File: src/rtl/regfile_wb_queue.sv
// Write-back queue in front of the RV32I register file: buffers write requests,
// drains one per cycle into the rd/wen/wdata port, and forwards pending data to decode.
module regfile_wb_queue #(
   parameter int DEPTH = 4,
   parameter int XLEN  = 32,
   parameter int AW    = 5
) (
   input  logic                     clk,
   input  logic                     rst,
   input  logic                     in_valid,
   output logic                     in_ready,
   input  logic [AW-1:0]            in_rd,
   input  logic [XLEN-1:0]          in_wdata,
   output logic [AW-1:0]            rd,
   output logic                     wen,
   output logic [XLEN-1:0]          wdata,
   input  logic [AW-1:0]            rs1,
   input  logic [AW-1:0]            rs2,
   output logic                     fwd1_hit,
   output logic [XLEN-1:0]          fwd1_data,
   output logic                     fwd2_hit,
   output logic [XLEN-1:0]          fwd2_data,
   output logic [$clog2(DEPTH):0]   count,
   output logic                     empty
);

   localparam int PW = $clog2(DEPTH);
   localparam int CW = PW + 1;

   logic [AW-1:0]   r_mem_rd   [DEPTH];
   logic [XLEN-1:0] r_mem_data [DEPTH];
   logic [PW-1:0]   r_wr_ptr;
   logic [PW-1:0]   r_rd_ptr;
   logic [CW-1:0]   r_count;
   logic [AW-1:0]   r_rd;
   logic            r_wen;
   logic [XLEN-1:0] r_wdata;

   logic            w_full;
   logic            w_push;
   logic            w_pop;
   logic            w_f1_hit;
   logic [XLEN-1:0] w_f1_data;
   logic            w_f2_hit;
   logic [XLEN-1:0] w_f2_data;

   assign w_full = (r_count == CW'(DEPTH));
   assign w_push = in_valid && !w_full;
   assign w_pop  = (r_count != '0);

   always_ff @(posedge clk or posedge rst) begin
      if (rst) begin
         r_wr_ptr <= '0;
         r_rd_ptr <= '0;
         r_count  <= '0;
         r_rd     <= '0;
         r_wen    <= 1'b0;
         r_wdata  <= '0;
      end else begin
         if (w_push) begin
            r_wr_ptr <= r_wr_ptr + 1'b1;
         end
         // x0 entries still pass through the output stage, but never raise wen
         if (w_pop) begin
            r_rd_ptr <= r_rd_ptr + 1'b1;
            r_rd     <= r_mem_rd[r_rd_ptr];
            r_wdata  <= r_mem_data[r_rd_ptr];
            r_wen    <= (r_mem_rd[r_rd_ptr] != '0);
         end else begin
            r_wen    <= 1'b0;
         end
         case ({w_push, w_pop})
            2'b10:   r_count <= r_count + CW'(1);
            2'b01:   r_count <= r_count - CW'(1);
            default: r_count <= r_count;
         endcase
      end
   end

   always_ff @(posedge clk) begin
      if (w_push) begin
         r_mem_rd[r_wr_ptr]   <= in_rd;
         r_mem_data[r_wr_ptr] <= in_wdata;
      end
   end

   // Scan oldest-to-newest so a younger match overrides an older one
   always_comb begin
      w_f1_hit  = r_wen && (rs1 != '0) && (r_rd == rs1);
      w_f1_data = w_f1_hit ? r_wdata : '0;
      w_f2_hit  = r_wen && (rs2 != '0) && (r_rd == rs2);
      w_f2_data = w_f2_hit ? r_wdata : '0;
      for (int i = 0; i < DEPTH; i++) begin
         if ((CW'(i) < r_count) && (rs1 != '0) &&
             (r_mem_rd[r_rd_ptr + PW'(i)] == rs1)) begin
            w_f1_hit  = 1'b1;
            w_f1_data = r_mem_data[r_rd_ptr + PW'(i)];
         end
         if ((CW'(i) < r_count) && (rs2 != '0) &&
             (r_mem_rd[r_rd_ptr + PW'(i)] == rs2)) begin
            w_f2_hit  = 1'b1;
            w_f2_data = r_mem_data[r_rd_ptr + PW'(i)];
         end
      end
   end

   assign in_ready  = !w_full;
   assign rd        = r_rd;
   assign wen       = r_wen;
   assign wdata     = r_wdata;
   assign fwd1_hit  = w_f1_hit;
   assign fwd1_data = w_f1_data;
   assign fwd2_hit  = w_f2_hit;
   assign fwd2_data = w_f2_data;
   assign count     = r_count;
   assign empty     = (r_count == '0) && !r_wen;

endmodule
File: config.mk
export PLATFORM = sky130hd
export DESIGN_NAME = regfile_wb_queue
export DESIGN_NICKNAME = d
export VERILOG_FILES = /design/src/rtl/regfile_wb_queue.sv
export SDC_FILE = /design/constraint.sdc
export NUM_CORES = 1
export LEC_CHECK = 0
export BUFFER_PORTS_ARGS = -buffer_cell sky130_fd_sc_hd__clkbuf_2
export CELL_PAD_IN_SITES_DETAIL_PLACEMENT = 1
export CELL_PAD_IN_SITES_GLOBAL_PLACEMENT = 2
export CORE_MARGIN = 1
export CORE_UTILIZATION = 41
export DETAILED_ROUTE_END_ITERATION = 10
export PLACE_DENSITY_LB_ADDON = 0.12
export REMOVE_ABC_BUFFERS = 1
export SLEW_MARGIN = 20
export SYNTH_ARGS = -nofsm -noshare
export SYNTH_HDL_FRONTEND = slang
export SYNTH_SLANG_ARGS = --single-unit
File: constraint.sdc
create_clock -name clk -period 7.4 [get_ports clk]
set_input_delay 0 -clock clk [delete_from_list [all_inputs] [get_ports clk]]
set_output_delay 0 -clock clk [all_outputs]
set_load 0.01 [all_outputs]
# Word level (Yosys, flattened, before mapping)
# Memories as Yosys holds them, arrays and structs flattened.
# Cells that the tools add are included.
dict set report word_totals {
  regBits 45
  ram_bits 148
  n_memories 2
}
dict set report classes {
  n_addsub 6
  order_cmp 4
  n_eq_ne 13
  n_mux 22
  n_reduce_logical 30
}
# name depth word_bits read_ports rd_clocked_by_memory_dff write_ports line
set memory_table {}
lappend memory_table {r_mem_data 4 32 4 0 1 31} ;# logic [XLEN-1:0] r_mem_data [DEPTH];
lappend memory_table {r_mem_rd 4 5 4 0 1 30} ;# logic [AW-1:0] r_mem_rd [DEPTH];
# cell count
set op_table {}
lappend op_table {{32-bit 2-to-1 mux} 10}
lappend op_table {{5-bit equality test} 10}
lappend op_table {{1-bit logical AND} 22}
lappend op_table {{5-bit nonzero test} 3}
lappend op_table {{1-bit 2-to-1 mux} 11}
lappend op_table {{1-bit by 3-bit < comparator with 1-bit output, first input constant} 2}
lappend op_table {{2-bit by 3-bit < comparator with 1-bit output, first input constant} 2}
lappend op_table {{3-bit one-hot mux with 2 select lines} 1}
lappend op_table {{2-bit by 1-bit adder with 2-bit output, second input constant} 2}
lappend op_table {{2-bit adder, second input constant} 2}
lappend op_table {{3-bit by 1-bit adder with 3-bit output, second input constant} 1}
lappend op_table {{3-bit equality test, second input constant} 1}
lappend op_table {{3-bit zero test} 1}
lappend op_table {{3-bit nonzero test} 1}
lappend op_table {{3-bit by 1-bit subtractor with 3-bit output, second input constant} 1}
lappend op_table {{2-bit by 1-bit equality test with 1-bit output, second input constant} 1}
lappend op_table {{2-bit equality test, second input constant} 1}
lappend op_table {{1-bit zero test} 2}
lappend op_table {{2-bit nonzero test} 1}

# Depth between registers and ports, before layout
dict set report logic_depth {
  depth_word 8
  mapped_depth 12
  ltp_nobuf 9
}

# Worst setup path before layout
# OpenSTA, ideal clock, no wires.
dict set report synth_path {
  path_kind {register to register}
  startpoint {register r_count[0] (netlist: count[0])}
  endpoint {memory r_mem_data[0][0], enable pin}
  setup_time_ns 0.398
  arrival_time_ns 2.216
  path_slack_ns 4.786
  path_stages_with_launch 7
  path_cell_list {dfrtp_1 inv_1 ha_1 ha_1 nor2b_1 clkbuf_1 and2_1}
}
dict set report synth_between {
  elab_chain_cells 5
}
# element line
set synth_lines {}
lappend synth_lines {{from (decl)} 34} ;# logic [CW-1:0] r_count;
lappend synth_lines {{from (signal assigned)} 73} ;# 2'b10: r_count <= r_count + CW'(1);
lappend synth_lines {{from (signal assigned)} 74} ;# 2'b01: r_count <= r_count - CW'(1);
lappend synth_lines {{from (signal assigned)} 75} ;# default: r_count <= r_count;
lappend synth_lines {{3-bit equality test} 47} ;# assign w_full = (r_count == CW'(DEPTH));
lappend synth_lines {{1-bit zero test} 48} ;# assign w_push = in_valid && !w_full;
lappend synth_lines {{1-bit logical AND} 48}
lappend synth_lines {{1-bit 2-to-1 mux} 81} ;# if (w_push) begin
lappend synth_lines {{1-bit 2-to-1 mux (implied by the code)} 83} ;# r_mem_data[r_wr_ptr] <= in_wdata;
lappend synth_lines {{to (decl)} 31}
# Every way passes these cells.

# Worst setup path in the final report
dict set report layout_path {
  startpoint {register r_rd_ptr[0]}
  endpoint {output fwd2_data[0]}
}
dict set report layout_between {
  elab_chain_cells 7
  elab_cells_between_ends 17
}
# element line
set layout_lines {}
lappend layout_lines {{from (decl)} 33} ;# logic [PW-1:0] r_rd_ptr;
lappend layout_lines {{from (signal assigned)} 65} ;# r_rd_ptr <= r_rd_ptr + 1'b1;
lappend layout_lines {{2-bit by 1-bit adder with 2-bit output or memory read 4 x 5 bit (tied branches)} --}
lappend layout_lines {{memory read 4 x 5 bit or 5-bit equality test (tied branches)} --}
lappend layout_lines {{5-bit equality test or 1-bit logical AND (tied branches)} {100, 99}}
lappend layout_lines {{1-bit logical AND or 32-bit 2-to-1 mux (tied branches)} 99} ;# if ((CW'(i) < r_count) && (rs2 != '0) &&
lappend layout_lines {{32-bit 2-to-1 mux (2 in a row)} 99}
lappend layout_lines {{32-bit 2-to-1 mux (*)} 99}
lappend layout_lines {{to (decl)} 22} ;# output logic [XLEN-1:0] fwd2_data,
# Mark *: on every way between the ends. The rest lies on a longest branch, timed or not.

==> impl_metrics.yaml <==
run_status:
  status: "finished clean"
finish:
  drive_above_1_share: 0.2404
  stdcell_area_mm2: 0.01560
  seq_area_mm2: 0.005578
  fin_cells: 1986
  multi_input_area_mm2: 0.007423
  nets: 1590
  fill_cells: 3753
  syn_to_final_growth_pct: 14.91
  utilization: 0.4794
synthesis:
  synth_edf_count: 148
  yosys_warnings: 0
  synth_top_area_share: 0.3274
  ys_ff_latch: 193
  synthTopCellsByArea: "edfxtp_1, dfrtp_1, mux2i_1"
  ys.flop_type: "edfxtp_1"
  synth-async-reset-ratio: 0.2332
  syn_avg_cell_area_um2: 9.634
  syn_inst: 1409
  yosysSeqAreaShare: 0.4104
  syn-cell-area_mm2: 0.01357
  synth.distinct_cells: 56
  yosys.area.top_type: "edfxtp_1"
place:
  place_area_mm2: 0.01461
  dp_worst_setup_slack_ns: 2.801
  portBuffers: 158
  place_congestion: 0.8089
  placedCellCount: 1913
  dp_hpwl_um: 28560
timing:
  clock.fmax_ghz: 0.2083
  grt_setup_unrepaired: "no"
  setup_viol: 0
  fin_skew_ns: 0.009738
  finalHoldWorstSlack_ns: 0.2960
  finalHoldViolations: 0
  timing.setup.tns_ns: 0
  setup_slack_ns: 2.600
  post-route-period-util: 0.6487
  slew_headroom: 0.2679
  drv_slew: 0
  worst_pin_slew_ns: 1.098
  finalWorstPathRequiredPeriod_ns: 4.800
setup_path:
  worst_setup_path_start_kind: "register"
  cp_cell_sequence: "mux4_2 -> a311oi_1 -> o21ai_1 -> nor2_4 -> buf_16 -> a311o_2 -> buf_4 -> o22ai_1 -> clkbuf_2"
  cp-end-kind: "output pin"
  path_class: "register to output pin"
  cpPeakStageDelay_ns: 1.03
  crit_arrival_ns: 4.80
  r2r_cells: 5
  required_ns: 7.40
  slowest_stage: "dfrtp_4"
  path_max_fanout: 73
power:
  power_density_mw_per_mm2: 409.9
  irDropWorstVdd_v: 0.0002361
  finalPower_mw: 6.394
  p_leak_nw: 6.086
drt:
  wl_per_cell_um: 22.87
  drt-total-wl_um: 45420
  drtIter0Drc: 719
  drc: 0
  routed_via_density: 5.859
  drtAntennaViolNets: 0
  firstDrtPassIters: 5
  vias: 11640
clock_network:
  cts.repair.resized: 0
  clockBufferDepth: 2
  cts_root_buffer: "clkbuf_16"
  cts_made_buffers: 17
  cts_sinks: 193
  path_clk_slew_ns: 0.07
  htree_levels: 4
  insertion_delay_ns: 0.46
  cts_tree: "yes"
floorplan:
  fp.coreArea_mm2: 0.03254
  num_io_pins: 159
  rows: 66
  die_area_mm2: 0.03384
  dieHeight_um: 184.0
  fp.dieW_um: 184.0
  initial_core_util: 0.4172
min_path:
  hold_path.class: "input port to register"
  min_path_cells: 2
global_routing:
  track_usage: 0.2760
  antenna_found_initial: 1
  grt_pass1_vias: 11920
  grt_pass1_wl_um: 70160
  grt-ovfl-total: 0
  grt_max_degree: 89
run:
  maxCapViolCount: 0
-- kinds of logic after synthesis --
family                     Yosys count  share of synthesized area
AOI/OAI and AO/OA                  411                     0.1948
and+or+nand+nor                    398                     0.1195
muxes                              208                     0.1864
DFF                                193                     0.4104
buffers and inverters              139                    0.04701
xor gates and xnor gates            50                    0.03281
adders and majority gates           10                   0.009217
-- registers in the layout, indices dropped and copies added, names as in the netlist --
register,flops
count,3
rd,5
r_wr_ptr,2
r_mem_data,128
r_mem_rd,20
wdata,32
r_rd_ptr,2
wen,1
-- power breakdown --
group          internal (mW)  switching, mW  leakage [nW]
Clock                  0.503          0.429         0.268
Sequential              1.49          0.362          1.88
Combinational           1.40           2.21          3.94
-- cells in the mapped netlist (3+ instances only) --
cell      instances
ha_1             10
or2_2             3
o22ai_1           4
nor2_1          155
nor2b_1           5
o22ai_2          29
buf_1             7
mux4_2           16
dfrtp_1          45
a211oi_1         53
o211ai_1          3
mux2_2           56
edfxtp_1        148
clkbuf_1         80
a21oi_1         138
nand4_1           7
and2_1            7
nand2_1         193
o21ai_0         103
mux2_4           32
nor3_1            7
mux2i_1         102
o31a_1            3
buf_6             4
o31ai_1          48
xnor2_1          41
inv_1            14
or3_1             3
buf_2            28
a21o_1           18
nand3_1           7
nor4_1            3
xor2_1            8
-- per-layer routing --
layer,track usage,vias to the layer above,part of all wire
li1,-,5396,-
met1,0.3550,5950,0.45
met2,0.4827,239,0.50
met3,0.03368,50,0.035
met4,0.08300,0,0.018
met5,0,-,0
-- cell usage in the layout, fill, tap and decap left out, types with 18 or more instances in the layout --
cell,netlist,final
nand2_1,193,193
clkbuf_2,0,158
nor2_1,155,154
edfxtp_1,148,148
a21oi_1,138,137
o21ai_0,103,103
mux2i_1,102,102
mux2_2,56,56
a211oi_1,53,53
o31ai_1,48,48
dfrtp_1,45,43
xnor2_1,41,41
dlygate4sd3_1,0,39
mux2_4,32,32
o22ai_2,29,29
buf_4,2,28
a21o_1,18,18
-- final cells by class --
| type | count | area share |
|---|---|---|
| flip-flops and latches | 193 | 0.3576 |
| well taps | 442 | 0.03545 |
| diodes | 1 | 0.0001604 |
| repair buffers | 226 | 0.09096 |
| inverters | 15 | 0.003770 |
| clock inverters | 11 | 0.007299 |
| multi-input cells | 1077 | 0.4759 |
| clock buffers | 21 | 0.02888 |
-- worst paths after layout --
| check | startpoint | endpoint | slack (ns) |
|---|---|---|---|
| hold / removal | in_rd[1] | r_mem_rd[1][1] | 0.30 |
| min in group asynchronous | rst | wdata[12] | 0.33 |
| setup / recovery | r_rd_ptr[0] | fwd2_data[0] | 2.60 |
| hold reg to reg | wdata[11] | wdata[11] | 0.54 |
| max in group asynchronous | rst | r_rd_ptr[0] | 6.46 |
| setup reg to reg | r_rd_ptr[1] | wdata[21] | 3.68 |
-- critical path, delay by kind of cell, from the launching register on --
| kind | cells | cell delay, ns |
|---|---|---|
| simple gates | 1 | 0.58 |
| flops | 1 | 1.03 |
| buf+inv | 3 | 0.83 |
| compound gates | 4 | 1.19 |
| mux | 1 | 0.65 |
-- repair_timing --
action	CTS	global route
endpoints found under the hold margin	195	0
buffers inserted	0	0
hold buffers	39	0
Note: power is estimated with default switching activity, not from simulation.
